==> src/rtl/mem_stage.sv <==
// mem_stage: memory-access stage of the RV32I pipeline.
// Non-memory ops retire their ALU result one cycle after accept. Loads and
// stores move one byte per acked cycle over the byte-serial memory port,
// little-endian, then retire through the register write port.
//
// Ports:
//   clk, rst                  clock, synchronous active-low reset
//   in_valid / in_ready       EX handshake (in_ready = idle)
//   in_wreg, in_wd, in_wdata  rd write enable, address, ALU result
//   in_mem_op                 0 none, 1 LB, 2 LH, 3 LW, 4 LBU, 5 LHU,
//                             6 SB, 7 SH, 8 SW, others none
//   in_mem_addr, in_store_data  effective address, store source
//   mem_req/we/addr/wdata     registered byte request, held until acked
//   mem_ack, mem_rdata        byte completion, read byte
//   stall_req                 high during every access cycle
//   wb_valid, w_enable, w_addr, w_data  retire pulse and register write
module mem_stage #(
    parameter int ADDR_W = 32,
    parameter int DATA_W = 32,
    parameter int REG_AW = 5
) (
    input  logic              clk,
    input  logic              rst,
    input  logic              in_valid,
    output logic              in_ready,
    input  logic              in_wreg,
    input  logic [REG_AW-1:0] in_wd,
    input  logic [DATA_W-1:0] in_wdata,
    input  logic [3:0]        in_mem_op,
    input  logic [ADDR_W-1:0] in_mem_addr,
    input  logic [DATA_W-1:0] in_store_data,
    output logic              mem_req,
    output logic              mem_we,
    output logic [ADDR_W-1:0] mem_addr,
    output logic [7:0]        mem_wdata,
    input  logic              mem_ack,
    input  logic [7:0]        mem_rdata,
    output logic              stall_req,
    output logic              wb_valid,
    output logic              w_enable,
    output logic [REG_AW-1:0] w_addr,
    output logic [DATA_W-1:0] w_data
);
    localparam logic [3:0] OP_LB = 4'd1, OP_LH = 4'd2, OP_LW = 4'd3, OP_LBU = 4'd4,
                           OP_LHU = 4'd5, OP_SB = 4'd6, OP_SH = 4'd7, OP_SW = 4'd8;

    typedef enum logic [1:0] {IDLE, ACCESS, DONE} state_t;

    typedef struct packed {
        logic              wreg;
        logic [REG_AW-1:0] wd;
        logic [3:0]        op;
        logic [ADDR_W-1:0] addr;
        logic [DATA_W-1:0] sdata;
    } req_t;

    // Byte count of an access; 0 means no memory access.
    function automatic logic [2:0] op_len(input logic [3:0] op);
        case (op)
            OP_LB, OP_LBU, OP_SB: return 3'd1;
            OP_LH, OP_LHU, OP_SH: return 3'd2;
            OP_LW, OP_SW:         return 3'd4;
            default:              return 3'd0;
        endcase
    endfunction

    function automatic logic is_store(input logic [3:0] op);
        return (op == OP_SB) || (op == OP_SH) || (op == OP_SW);
    endfunction

    function automatic logic [DATA_W-1:0] load_ext(input logic [3:0] op, input logic [31:0] b);
        case (op)
            OP_LB:   return {{(DATA_W-8){b[7]}}, b[7:0]};
            OP_LH:   return {{(DATA_W-16){b[15]}}, b[15:0]};
            OP_LBU:  return {{(DATA_W-8){1'b0}}, b[7:0]};
            OP_LHU:  return {{(DATA_W-16){1'b0}}, b[15:0]};
            default: return DATA_W'(b);
        endcase
    endfunction

    state_t            state, state_n;
    req_t              req, req_n;
    logic [1:0]        cnt, cnt_n;
    logic [31:0]       rbuf, rbuf_n;
    logic              mem_req_n, mem_we_n, stall_n;
    logic [ADDR_W-1:0] mem_addr_n;
    logic [7:0]        mem_wdata_n;
    logic              wb_valid_n, w_enable_n;
    logic [REG_AW-1:0] w_addr_n;
    logic [DATA_W-1:0] w_data_n;

    // Bit offsets of the current byte and of the byte after it.
    logic [4:0]  rd_idx, nx_idx;
    logic [31:0] sdata_w;
    assign rd_idx  = {cnt, 3'b000};
    assign nx_idx  = {cnt + 2'd1, 3'b000};
    assign sdata_w = req.sdata[31:0];

    assign in_ready = (state == IDLE);

    always_ff @(posedge clk) begin
        if (!rst) begin
            state     <= IDLE;
            req       <= '0;
            cnt       <= '0;
            rbuf      <= '0;
            mem_req   <= 1'b0;
            mem_we    <= 1'b0;
            mem_addr  <= '0;
            mem_wdata <= '0;
            stall_req <= 1'b0;
            wb_valid  <= 1'b0;
            w_enable  <= 1'b0;
            w_addr    <= '0;
            w_data    <= '0;
        end else begin
            state     <= state_n;
            req       <= req_n;
            cnt       <= cnt_n;
            rbuf      <= rbuf_n;
            mem_req   <= mem_req_n;
            mem_we    <= mem_we_n;
            mem_addr  <= mem_addr_n;
            mem_wdata <= mem_wdata_n;
            stall_req <= stall_n;
            wb_valid  <= wb_valid_n;
            w_enable  <= w_enable_n;
            w_addr    <= w_addr_n;
            w_data    <= w_data_n;
        end
    end

    always_comb begin
        state_n     = state;
        req_n       = req;
        cnt_n       = cnt;
        rbuf_n      = rbuf;
        mem_req_n   = mem_req;
        mem_we_n    = mem_we;
        mem_addr_n  = mem_addr;
        mem_wdata_n = mem_wdata;
        stall_n     = stall_req;
        wb_valid_n  = 1'b0;
        w_enable_n  = 1'b0;
        w_addr_n    = w_addr;
        w_data_n    = '0;
        case (state)
            IDLE: begin
                if (in_valid) begin
                    req_n.wreg  = in_wreg;
                    req_n.wd    = in_wd;
                    req_n.op    = in_mem_op;
                    req_n.addr  = in_mem_addr;
                    req_n.sdata = in_store_data;
                    cnt_n       = '0;
                    rbuf_n      = '0;
                    if (op_len(in_mem_op) != 3'd0) begin
                        state_n     = ACCESS;
                        mem_req_n   = 1'b1;
                        mem_we_n    = is_store(in_mem_op);
                        mem_addr_n  = in_mem_addr;
                        mem_wdata_n = in_store_data[7:0];
                        stall_n     = 1'b1;
                    end else begin
                        state_n    = DONE;
                        wb_valid_n = 1'b1;
                        w_enable_n = in_wreg;
                        w_addr_n   = in_wd;
                        w_data_n   = in_wdata;
                    end
                end
            end
            ACCESS: begin
                if (mem_req && mem_ack) begin
                    if (!mem_we) rbuf_n[rd_idx +: 8] = mem_rdata;
                    if ({1'b0, cnt} == op_len(req.op) - 3'd1) begin
                        state_n    = DONE;
                        mem_req_n  = 1'b0;
                        mem_we_n   = 1'b0;
                        stall_n    = 1'b0;
                        wb_valid_n = 1'b1;
                        w_addr_n   = req.wd;
                        if (!is_store(req.op)) begin
                            w_enable_n = req.wreg;
                            // rbuf_n already holds the byte arriving this edge.
                            w_data_n   = load_ext(req.op, rbuf_n);
                        end
                    end else begin
                        cnt_n       = cnt + 2'd1;
                        mem_addr_n  = req.addr + ADDR_W'(cnt + 2'd1);
                        mem_wdata_n = sdata_w[nx_idx +: 8];
                    end
                end
            end
            DONE:    state_n = IDLE;
            default: state_n = IDLE;
        endcase
    end
endmodule

==> config.mk <==
export PLATFORM = sky130hd
export DESIGN_NAME = mem_stage
export DESIGN_NICKNAME = d
export VERILOG_FILES = /design/src/rtl/mem_stage.sv
export SDC_FILE = /design/constraint.sdc
export NUM_CORES = 1
export LEC_CHECK = 0
export CAP_MARGIN = 40
export CELL_PAD_IN_SITES_DETAIL_PLACEMENT = 1
export CELL_PAD_IN_SITES_GLOBAL_PLACEMENT = 2
export CORE_UTILIZATION = 29
export CTS_BUF_LIST = sky130_fd_sc_hd__clkbuf_4 sky130_fd_sc_hd__clkbuf_8 sky130_fd_sc_hd__clkbuf_16
export DETAILED_ROUTE_END_ITERATION = 12
export GPL_ROUTABILITY_DRIVEN = 1
export PLACE_DENSITY = 0.82
export SLEW_MARGIN = 20
export SYNTH_ARGS = -nofsm -noshare
export SYNTH_HDL_FRONTEND = slang
export SYNTH_SLANG_ARGS = --single-unit
==> constraint.sdc <==
create_clock -name clk -period 4.35 [get_ports clk]
set_clock_uncertainty 0.15 [all_clocks]
set_input_delay 1.0875 -clock clk [delete_from_list [all_inputs] [get_ports clk]]
set_output_delay 1.0875 -clock clk [all_outputs]
set_load 0.05 [all_outputs]
# [After elaboration in Yosys (flattened, before gate mapping)]
# Memory sizes are Yosys's and may differ from the RTL's. A register that Yosys moved wholly into a read port is not among the register bits.
# Index checks and enable logic that the tools add are counted.
# W data, S select, Z words.
[op_classes] add_sub_neg=5 eq_ne=18 shift=3 n_mux=61 n_reduce_logical=15
[op_table] op="$mux W32" n=12
[op_table] op="$pmux W32 S2" n=3
[op_table] op="$pmux W32 S4" n=1
[op_table] op="$add A32 B3 Y32" n=1
[op_table] op="$bwmux W32" n=1
[op_table] op="$mux W8" n=4
[op_table] op="$shift A8 B7 Y32 const A" n=1
[op_table] op="$shiftx A32 B6 Y8" n=1
[op_table] op="$shiftx A8 B7 Y32" n=1
[op_table] op="$eq A4 B3 Y1 const B" n=6
[op_table] op="$mux W5" n=4
[op_table] op="$pmux W8 S2" n=1
[op_table] op="$mux W1" n=15
[op_table] op="$reduce_and A5 Y1" n=3
[op_table] op="$mux W2" n=7
[op_table] op="$mux W3" n=4
[op_table] op="$ne A2 B2 Y1 const B" n=5
[op_table] op="$pmux W5 S2" n=1
[op_table] op="$eq A4 B4 Y1 const B" n=2
[op_table] op="$mux W4" n=2
[op_table] op="$pmux W1 S2" n=4
[op_table] op="$pmux W2 S2" n=2
[op_table] op="$neg A5 Y7" n=1
[op_table] op="$reduce_and A3 Y1" n=2
[op_table] op="other kinds (15)" n=18
[word_totals] ff_bits=191 mem_bits_ro=96 inputBits=118 output_inout_bits=83 elab_cells=120 mem_count=2
[mem_list] memory="(name not given)" depth=16 word_bits=3 rd=1 rd_clocked_by_memory_dff=0 wr=0 line="59" text="case (op)"
[mem_list] memory="(name not given)" depth=16 word_bits=3 rd=1 rd_clocked_by_memory_dff=1 wr=0 line="59"

# [Logic depth before layout (Yosys ltp)]
# Gate-level depths: netlist of the first run.
[depth] depth_word=9 ltp_mapped=12 ltp_nobuf=9

# [Worst setup path after synthesis of the first run]
# OpenSTA, ideal clock, no wires.
[synth_timing] kind="register -> register" start="register cnt[0]" end="register w_data[20]" setup_time_ns=0.117 t_arrival_ns=2.909 required_time_ns=4.083 setup_slack_ns=1.174 stages_incl_launch_ff=12 n_path_buf=4 period_less_slack_ns=3.176 path_cell_list="dfxtp_1 > buf_4 > clkbuf_1 > inv_1 > ha_1 > and2_1 > clkbuf_1 > a32o_1 > o31a_1 > o311a_2 > buf_6 > a22o_1"
[synth_between] elab_chain_cells=9 elab_cells_between_ends=11 classes_between="add/sub (1); eq/ne (1); shift (2); mux (7)"
[synth_rtl] item="from (decl)" line="83" text="logic [1:0] cnt, cnt_n;"
[synth_rtl] item="from (signal assigned)" line="119" text="cnt <= cnt_n;"
[synth_rtl] item="$neg A5 Y7" line="175" text="if (!mem_we) rbuf_n[rd_idx +: 8] = mem_rdata;"
[synth_rtl] item="$shiftx A8 B7 Y32 or $shift A8 B7 Y32 (tied branches)" line="175"
[synth_rtl] item="$bwmux W32" line="175"
[synth_rtl] item="$mux W32" line="175"
[synth_rtl] item="$pmux W32 S4" line="72" text="case (op)"
[synth_rtl] item="$mux W32" line="183" text="if (!is_store(req.op)) begin"
[synth_rtl] item="$mux W32 (*)" line="176" text="if ({1'b0, cnt} == op_len(req.op) - 3'd1) begin"
[synth_rtl] item="$mux W32 (*)" line="174" text="if (mem_req && mem_ack) begin"
[synth_rtl] item="$pmux W32 S2 (*)" line="147" text="case (state)"
[synth_rtl] item="to (signal assigned)" line="129" text="w_data <= w_data_n;"
[synth_rtl] item="to (decl)" line="42" text="output logic [DATA_W-1:0] w_data"
# Mark *: on every way between the ends. The rest lies on a longest branch, timed or not.
# A chain may end at the register's enable or synchronous reset.

# [Worst setup path in the final report of the first run]
[layout_timing] start="input in_valid" end="register mem_wdata[2]"
[layout_between] elab_chain_cells=2
[layout_rtl] item="from (decl)" line="24" text="input logic in_valid,"
[layout_rtl] item="$ne A2 B2 Y1 (no source line)"
[layout_rtl] item="$reduce_and A5 Y1 (no source line)"
[layout_rtl] item="to (signal assigned)" line="124" text="mem_wdata <= mem_wdata_n;"
[layout_rtl] item="to (decl)" line="35" text="output logic [7:0] mem_wdata,"
# No other way between the ends.

==> run_results.csv, run 1 <==
group,metric,value,unit
layout,final_cells,1622,
worst_hold_path,hp-class,"reg -> reg",
floorplan,core,0.02972,mm²
floorplan,floorplan.initialDensity,0.2955,
sta,fmaxAchievable,298.9,MHz
grt,grt_pass1_wl,47830,µm
routing,wl_met1,14110,µm
clock_tree,clk-insertion-delay-late,0.44,ns
synth,avgSynthCellArea,8.277,µm²
status,status,"complete, no violations",
synth,netlist_instances,1061,
routing,ant_nets,0,
place,placed_cells,1589,
sta,slew_violations,0,
grt,overflow,0,
sta,worst_slack,1.004,ns
critical_path,crit_path_end_kind,"flop",
grt,grt_max_degree,78,
clock_tree,cts.repair.resized,0,
grt,grt_usage,0.1978,
sta,fin_crit_sh,0.7692,
synth,synth.distinct_cells,59,
clock_tree,clockRootBuffer,"clkbuf_16",
layout,layout_common_cells,"nand2_1 (227), clkdlybuf4s50_1 (199), dfxtp_1 (194)",
synth,ys_ff_latch,194,
clock_tree,cts_tree,"done",
floorplan,die-area,0.03098,mm²
routing,first_pass_iters,5,
power_and_ir_drop,p_leak,4.106,nW
routing,routed_wl,30550,µm
layout,drive_gt1_frac,0.06824,
routing,wl_met2,14560,µm
clock_tree,cts_buffers,17,
sta,setup-tns-final,0,ns
grt,grt_pass1_vias,8438,
floorplan,die_w,176.0,µm
grt,antenna_found_initial,1,
sta,period_minus_slack,3.346,ns
critical_path,critical_path_class,"in -> reg",
floorplan,die_h,176.0,µm
critical_path,path_max_fanout,19,
power_and_ir_drop,ir_drop,0.2665,mV
synth,ys_seq_area_frac,0.4422,
synth,syn_nets,1188,
routing,detail_route.vias_per_cell,5.242,
sta,maxSlewHeadroom,0.4807,
clock_tree,cts.sinks,194,
routing,avgRoutedWirePerCell,18.83,µm
synth,ys_warn_count,0,
sta,worstMarginPinSlew,0.7789,ns
routing,drtIter0Drc,421,
layout,fin_nets,1345,
sta,final_hold_viol_count,0,
routing,met3_length,1487,µm
critical_path,crit_required,4.54,ns
run,cap_violations,0,
place,dpl.hpwl,21360,µm
routing,top_layer,"met4",
place,pre_cts_ws,0.4841,ns
place,gp_congestion,0.8071,
critical_path,crit_path_start_kind,"primary input",
synth,synth-async-reset-ratio,0,
clock_tree,postCtsSetupRepairBufs,0,
sta,finalSetupViolCount,0,
sta,rsz0062_at_grt,"no",
clock_tree,ctsHoldBuffers,0,
floorplan,ios,201,
place,port_buffers,200,
synth,synth_top_flop_cell,"dfxtp_1",
power_and_ir_drop,powerDensity,382.6,mW/mm²
routing,remaining_drc_errors,0,
synth,synth_edf_count,0,
clock_tree,clk_pin_slew_worst_paths,0.07,ns
clock_tree,htreeDepth,4,
critical_path,worstPathArrival,3.53,ns
layout,area.growth.synth_to_final,34.11,%
routing,vias,8502,
clock_tree,clockBufferDepth,2,
floorplan,rows,63,
synth,syn-cell-area,0.008782,mm²
layout,layout_commonest_cell,"nand2_1",
-- area by class of cell --
| class | count | area [µm²] |
|---|---|---|
| fillers | 3502 | 17940 |
| clock buffers | 17 | 425.4 |
| well taps | 390 | 488.0 |
| repair buffers | 224 | 2227 |
| clock inverters | 15 | 190.2 |
| diodes | 1 | 2.502 |
| inverters | 11 | 43.79 |
| flip-flops and latches | 194 | 3884 |
| multi-input cells | 770 | 4517 |
-- power by group --
part | total (mW) | switching (mW) | leakage (nW) | internal [mW]
clock | 1.64 | 0.851 | 0.294 | 0.788
combinational | 0.897 | 0.555 | 2.23 | 0.342
sequential | 1.97 | 0.0904 | 1.58 | 1.88
-- flip-flops by register name, indices dropped and copies added, names as in the netlist, named ones only --
register   count
state          2
req           42
mem_addr      32
mem_wdata      8
w_enable       1
w_data        32
stall_req      1
mem_we         1
wb_valid       1
sdata_w       32
w_addr         5
rbuf          32
cnt            2
-- worst paths after layout --
check                          start                        end  slack [ns]  cells past startpoint
max                         in_valid  mem_wdata[2]$_SDFFE_PN0P_        1.00                      7
min          sdata_w[9]$_SDFFE_PN0P_    sdata_w[9]$_SDFFE_PN0P_        0.31                      2
max reg2reg      cnt[0]$_SDFFE_PN0P_  mem_addr[30]$_SDFFE_PN0P_        1.28                     10
min reg2reg  sdata_w[9]$_SDFFE_PN0P_    sdata_w[9]$_SDFFE_PN0P_        0.31                      2
-- routing by layer --
metal  GRT usage  vias to the layer above
met5           0                        -
met4     0.05181                        0
met3     0.03424                       20
met2      0.3266                      204
met1      0.2649                     4159
li1            -                     4119
-- Yosys cell counts, drive strengths merged, types with 9 or more instances --
library cell,n,area share
nor2,81,0.035
nor4,14,0.010
xnor2,13,0.013
o211ai,9,0.0077
nor3,18,0.010
clkbuf,69,0.029
a22o,23,0.023
a21oi,95,0.054
nand2b,9,0.0064
o21ai,33,0.019
dfxtp,194,0.44
nand4,10,0.0071
buf,17,0.011
inv,11,0.0047
nand2,227,0.097
a22oi,55,0.047
nand3,35,0.020
o31a,9,0.0090
a311oi,21,0.023
-- logic make-up after synthesis --
| logic type | Yosys count | synth area share |
|---|---|---|
| AOI/OAI and AO/OA | 288 | 0.2270 |
| xor gates and xnor gates | 18 | 0.01795 |
| adders and majority gates | 9 | 0.01368 |
| buffers and inverters | 97 | 0.04559 |
| DFF | 194 | 0.4422 |
| muxes | 19 | 0.03348 |
| and+or+nand+nor | 436 | 0.2201 |
-- critical path, cell delays in order --
cell	delay (ns)
clkdlybuf4s50_1	0.50
or3b_2	0.46
nand2_1	0.24
and3_1	0.58
buf_4	0.35
nor2_1	0.06
a311oi_1	0.24
-- per-stage QoR --
step	util	power, mW	area (µm²)	hold slack, ns
after floorplan	-	2.519	8782	0.2831
after global placement	0.3735	2.890	11100	0.2885
after detailed placement	0.3755	2.917	11160	0.2985
after CTS	0.3962	4.574	11780	0.3095
after global routing	0.3962	4.711	11780	0.3268
final	0.3963	4.506	11780	0.3068
(Power assumes the default switching activity.)
==> run 2: changes to the inputs <==
Clock period 4.35 ns to 3.5 ns, I/O delays scaled along.
==> run 2 against run 1 <==
  * Cell count up 0.80%
  * Largest cell class unchanged
  * Cell area up 0.62%
  * Critical path depth decreased by 5
  * Critical endpoint is now in_ready
  * Core utilization increased by 0.24 points
==> run_results.csv, run 2 (synthesized netlist as in run 1, its figures left out) <==
group,metric,value,unit
grt,overflow,0,
grt,grt_max_degree,76,
critical_path,crit_path_end_kind,"output pin",
grt,grt_usage,0.1963,
sta,setup-tns-final,0,ns
sta,finalSetupViolCount,0,
clock_tree,htreeDepth,4,
critical_path,cp.buffers_inverters,1,
power_and_ir_drop,p_leak,4.156,nW
clock_tree,cts.repair.resized,0,
status,status,"complete, no violations",
sta,rsz0062_at_grt,"no",
critical_path,critPathMaxStageDelay,0.74,ns
sta,final_hold_viol_count,0,
layout,seqCellArea,0.003884,mm²
place,pre_cts_ws,0.1780,ns
layout,largest_reg_flops,42,
critical_path,crit_required,2.47,ns
sta,worstMarginPinSlew,0.7879,ns
sta,slew_violations,0,
power_and_ir_drop,powerDensity,471.7,mW/mm²
floorplan,ios,201,
layout,layout_common_cells,"nand2_1 (227), clkdlybuf4s50_1 (199), dfxtp_1 (194)",
routing,detail_route.vias_per_cell,5.184,
layout,drive_gt1_frac,0.07723,
floorplan,rows,63,
routing,vias,8476,
clock_tree,ctsHoldBuffers,0,
routing,ant_nets,0,
critical_path,cp_cell_sequence,"nor2_1, clkdlybuf4s50_1",
floorplan,floorplan.initialDensity,0.2955,
critical_path,worstPathArrival,2.03,ns
clock_tree,clk-insertion-delay-late,0.45,ns
layout,fin_nets,1357,
layout,area.growth.synth_to_final,34.93,%
sta,fin_crit_sh,0.8719,
sta,worst_slack,0.4484,ns
routing,remaining_drc_errors,0,
worst_hold_path,hp-class,"reg -> reg",
floorplan,die-area,0.03098,mm²
place,gp_congestion,0.7972,
place,port_buffers,200,
place,placed_cells,1601,
layout,multiInputGateArea,0.004517,mm²
clock_tree,postCtsSetupRepairBufs,0,
critical_path,critical_path_class,"reg -> out",
layout,regMostFlops,"req",
critical_path,path_delay_family,"buffers and inverters",
clock_tree,cts_buffers,17,
clock_tree,cts.sinks,194,
floorplan,die_h,176.0,µm
layout,final_cells,1635,
run,cap_violations,0,
routing,drtIter0Drc,417,
critical_path,path_max_fanout,13,
routing,first_pass_iters,5,
grt,grt_pass1_vias,8582,
clock_tree,cts_tree,"done",
routing,routed_wl,30280,µm
place,dpl.hpwl,21540,µm
floorplan,core,0.02972,mm²
power_and_ir_drop,ir_drop,0.2992,mV
layout,fillers,3477,
layout,finalCoreUtilization,0.3988,
critical_path,crit_path_start_kind,"flop",
sta,maxSlewHeadroom,0.4707,
grt,antenna_found_initial,2,
floorplan,die_w,176.0,µm
clock_tree,clk_pin_slew_worst_paths,0.08,ns
routing,avgRoutedWirePerCell,18.52,µm
clock_tree,clockRootBuffer,"clkbuf_16",
critical_path,slowest_stage,"clkdlybuf4s50_1",
clock_tree,clockBufferDepth,2,
grt,grt_pass1_wl,47680,µm
layout,layout_commonest_cell,"nand2_1",
sta,fmaxAchievable,327.7,MHz
sta,whs,0.3056,ns
sta,period_minus_slack,3.052,ns
## run 2: worst reg2reg max path, delay by kind of cell (launching register included)
| kind | cells | cell delay (ns) |
|---|---|---|
| AO/OA/AOI/OAI | 4 | 1.34 |
| flip-flops | 1 | 0.54 |
| adder cells (fa/ha/maj) | 1 | 0.31 |
| AND/OR/NAND/NOR | 1 | 0.25 |
| buffers and inverters | 1 | 0.15 |
## run 2: metal layers
| metal | routed length, µm | GRT usage | share of wire | vias up |
|---|---|---|---|---|
| met4 | 550 | 0.06486 | 0.018 | 0 |
| met1 | 14100 | 0.2541 | 0.47 | 4111 |
| li1 | - | - | - | 4147 |
| met3 | 1267 | 0.03208 | 0.042 | 30 |
| met5 | 0 | 0 | 0 | - |
| met2 | 14370 | 0.3302 | 0.47 | 188 |
## run 2: final timing paths
path	startpoint	end	slack (ns)	cells past startpoint
setup / recovery	state[0]$_SDFFE_PN0P_	in_ready	0.45	2
hold / removal	sdata_w[9]$_SDFFE_PN0P_	sdata_w[9]$_SDFFE_PN0P_	0.31	2
setup reg to reg	cnt[1]$_SDFFE_PN0P_	w_data[30]$_SDFF_PN0_	0.65	7
hold reg to reg	sdata_w[9]$_SDFFE_PN0P_	sdata_w[9]$_SDFFE_PN0P_	0.31	2
## run 2: area by class of cell
type                    instances  share of cell area
multi-input cells             770              0.3812
flip-flops and latches        194              0.3277
repair buffers                236              0.1945
well taps                     390             0.04118
clock buffers                  17             0.03590
clock inverters                15             0.01542
inverters                      11            0.003695
diodes                          2           0.0004223
## run 2: metrics by stage
| stage | power (mW) | instance area [µm²] |
|---|---|---|
| floorplan | 3.131 | 8782 |
| global placement | 3.623 | 11240 |
| detailed placement | 3.638 | 11240 |
| CTS | 5.662 | 11850 |
| global route | 5.845 | 11850 |
| finish | 5.589 | 11850 |
## run 2: where the power goes
group | switching (mW) | internal, mW | leakage [nW]
combinational | 0.698 | 0.439 | 2.28
clock | 1.03 | 0.977 | 0.292
sequential | 0.107 | 2.34 | 1.58
total | 1.84 | 3.75 | 4.16
==> run 3: changes to the inputs <==
Settings changed: CORE_MARGIN from default to 2, CORE_UTILIZATION 29 to 37, DONT_BUFFER_PORTS from default to 1, PLACE_DENSITY 0.82 to 0.83.
==> run 3 against run 2 <==
  * First-iteration DRC count down 3.8%
  * Highest routed layer unchanged
  * Largest power group unchanged
  * Register-to-register slack worse by 0.07 ns
  * Count of clock-buffer cells in the layout unchanged
==> run_results.csv, run 3 (synthesized netlist as in run 1, its figures left out) <==
group,metric,value,unit
critical_path,crit_path_frequent_cell,"inv_1",
power_and_ir_drop,combPwrFrac,0.113,
worst_hold_path,whs_endpoint,"sdata_w[31]$_SDFFE_PN0P_",
critical_path,r2r_slack,0.58,ns
sta,slew_violations,0,
grt,antenna_found_initial,0,
sta,fin_crit_sh,0.8332,
power_and_ir_drop,power_frac_clock,0.390,
floorplan,core,0.02340,mm²
place,placed_cells,1323,
floorplan,floorplan.initialDensity,0.3753,
routing,routed_wl,27520,µm
clock_tree,clockBufferDepth,2,
floorplan,ios,201,
status,status,"complete, no violations",
layout,fin_area,0.009713,mm²
layout,drive_gt1_frac,0.08687,
critical_path,critical_path_class,"reg -> reg",
critical_path,cp_cell_sequence,"inv_1, ha_1, inv_1, fa_1, and4_1, nand4_1, buf_4, or3_1, a311oi_1, a31o_2",
place,port_buffers,0,
power_and_ir_drop,ir_drop,0.3358,mV
critical_path,worstPathArrival,3.15,ns
routing,detail_route.vias_per_cell,5.724,
routing,ant_nets,0,
clock_tree,cts.sinks,194,
layout,fin_nets,1150,
critical_path,r2r_start,"cnt[0]$_SDFFE_PN0P_",
grt,overflow,0,
clock_tree,clk-insertion-delay-late,0.44,ns
clock_tree,clk_pin_slew_worst_paths,0.08,ns
critical_path,worstReg2RegEnd,"mem_addr[16]$_SDFFE_PN0P_",
power_and_ir_drop,power,5.361,mW
routing,drtIter0Drc,401,
critical_path,crit_path_end_kind,"flop",
grt,grt_max_degree,66,
place,dpl_cell_area,0.009081,mm²
power_and_ir_drop,switching_share,0.3383,
sta,period_minus_slack,2.916,ns
critical_path,rr_worst_depth,10,
power_and_ir_drop,p_sw,1.813,mW
floorplan,die-area,0.02498,mm²
power_and_ir_drop,p_leak,3.380,nW
sta,finalSetupViolCount,0,
layout,final_cells,1355,
power_and_ir_drop,powerDensity,551.9,mW/mm²
layout,diodes,0,
sta,maxSlewHeadroom,0.4206,
floorplan,rows,56,
layout,layout_common_cells,"nand2_1 (227), dfxtp_1 (194), a21oi_1 (95)",
place,dpl.hpwl,19280,µm
sta,setup-tns-final,0,ns
critical_path,crit_required,3.73,ns
routing,remaining_drc_errors,0,
sta,fmaxAchievable,342.9,MHz
critical_path,crit_path_start_kind,"flop",
routing,avgRoutedWirePerCell,20.31,µm
floorplan,die_w,158.1,µm
place,gp_congestion,0.8204,
worst_hold_path,hp-class,"reg -> reg",
layout,fillers,2818,
worst_hold_path,whs_path_depth,2,
clock_tree,clockRootBuffer,"clkbuf_16",
clock_tree,postCtsSetupRepairBufs,0,
critical_path,path_max_fanout,9,
routing,first_pass_iters,5,
layout,area.growth.synth_to_final,10.60,%
clock_tree,cts.repair.resized,0,
critical_path,critPathMaxStageDelay,0.35,ns
power_and_ir_drop,p_seq_frac,0.496,
routing,vias,7756,
worst_hold_path,min-delay-start,"sdata_w[31]$_SDFFE_PN0P_",
layout,layout_commonest_cell,"nand2_1",
critical_path,slowest_stage,"nand4_1",
sta,worstMarginPinSlew,0.8625,ns
clock_tree,htreeDepth,4,
layout,largest_reg_flops,42,
layout,regMostFlops,"req",
clock_tree,ctsHoldBuffers,0,
sta,final_hold_viol_count,0,
run,cap_violations,0,
power_and_ir_drop,p_int,3.547,mW
grt,grt_pass1_vias,7375,
grt,grt_usage,0.2165,
floorplan,die_h,158.1,µm
clock_tree,cts_buffers,17,
grt,grt_pass1_wl,42160,µm
clock_tree,cts_tree,"done",
sta,rsz0062_at_grt,"no",
-- run 3: routing by layer --
| layer | vias to the layer above | part of all wire | global-route usage |
|---|---|---|---|
| met5 | - | 0 | 0 |
| met3 | 20 | 0.066 | 0.05338 |
| met2 | 204 | 0.47 | 0.3518 |
| met1 | 3805 | 0.45 | 0.2899 |
| met4 | 0 | 0.012 | 0.05105 |
| li1 | 3727 | - | - |
-- run 3: power groups by stage --
stage	combinational, mW	sequential, mW	clock [mW]
global placement	0.599	2.71	0
finish	0.607	2.66	2.09
global route	0.680	2.68	2.23
floorplan	0.461	2.67	0
detailed placement	0.613	2.71	0
CTS	0.615	2.66	2.14
-- run 3: critical path: cells and delay by family, from the launching register on --
family,cells,cell delay (ns)
flops,1,0.33
compound gates,2,0.45
fa+ha+maj,2,0.44
simple gates,3,1.02
buf+inv,3,0.48
-- run 3: worst max path at each step --
stage / startpoint / end / slack, ns / cells after the start
floorplan: cnt[0]$_SDFFE_PN0P_ / w_data[20]$_SDFF_PN0_ / 0.32 / 11
global placement: in_valid / w_data[0]$_SDFF_PN0_ / 0.55 / 5
detailed placement: in_valid / mem_addr[22]$_SDFFE_PN0P_ / 0.57 / 5
CTS: cnt[0]$_SDFFE_PN0P_ / mem_addr[16]$_SDFFE_PN0P_ / 0.59 / 10
global route: cnt[1]$_SDFFE_PN0P_ / w_data[24]$_SDFF_PN0_ / 0.35 / 8
finish: cnt[0]$_SDFFE_PN0P_ / mem_addr[16]$_SDFFE_PN0P_ / 0.58 / 10
-- run 3: cell type report --
type / instances / area, µm² / area share
Sequential cell: 194 / 3884 / 0.3998
Clock inverter: 15 / 206.4 / 0.02125
Clock buffer: 17 / 425.4 / 0.04380
Timing Repair Buffer: 29 / 230.2 / 0.02370
Inverter: 11 / 43.79 / 0.004509
Tap cell: 319 / 399.1 / 0.04109
Multi-Input combinational cell: 770 / 4524 / 0.4658
-- run 3: through the flow --
step,hold slack (ns),setup slack [ns],utilization
3_3_place_gp,0.2899,0.5510,0.3874
6_report,0.3066,0.5837,0.4150
3_5_place_dp,0.2996,0.5686,0.3880
4_1_cts,0.3109,0.5925,0.4150
5_1_grt,0.3359,0.3532,0.4150
2_1_floorplan,0.2831,0.3241,-
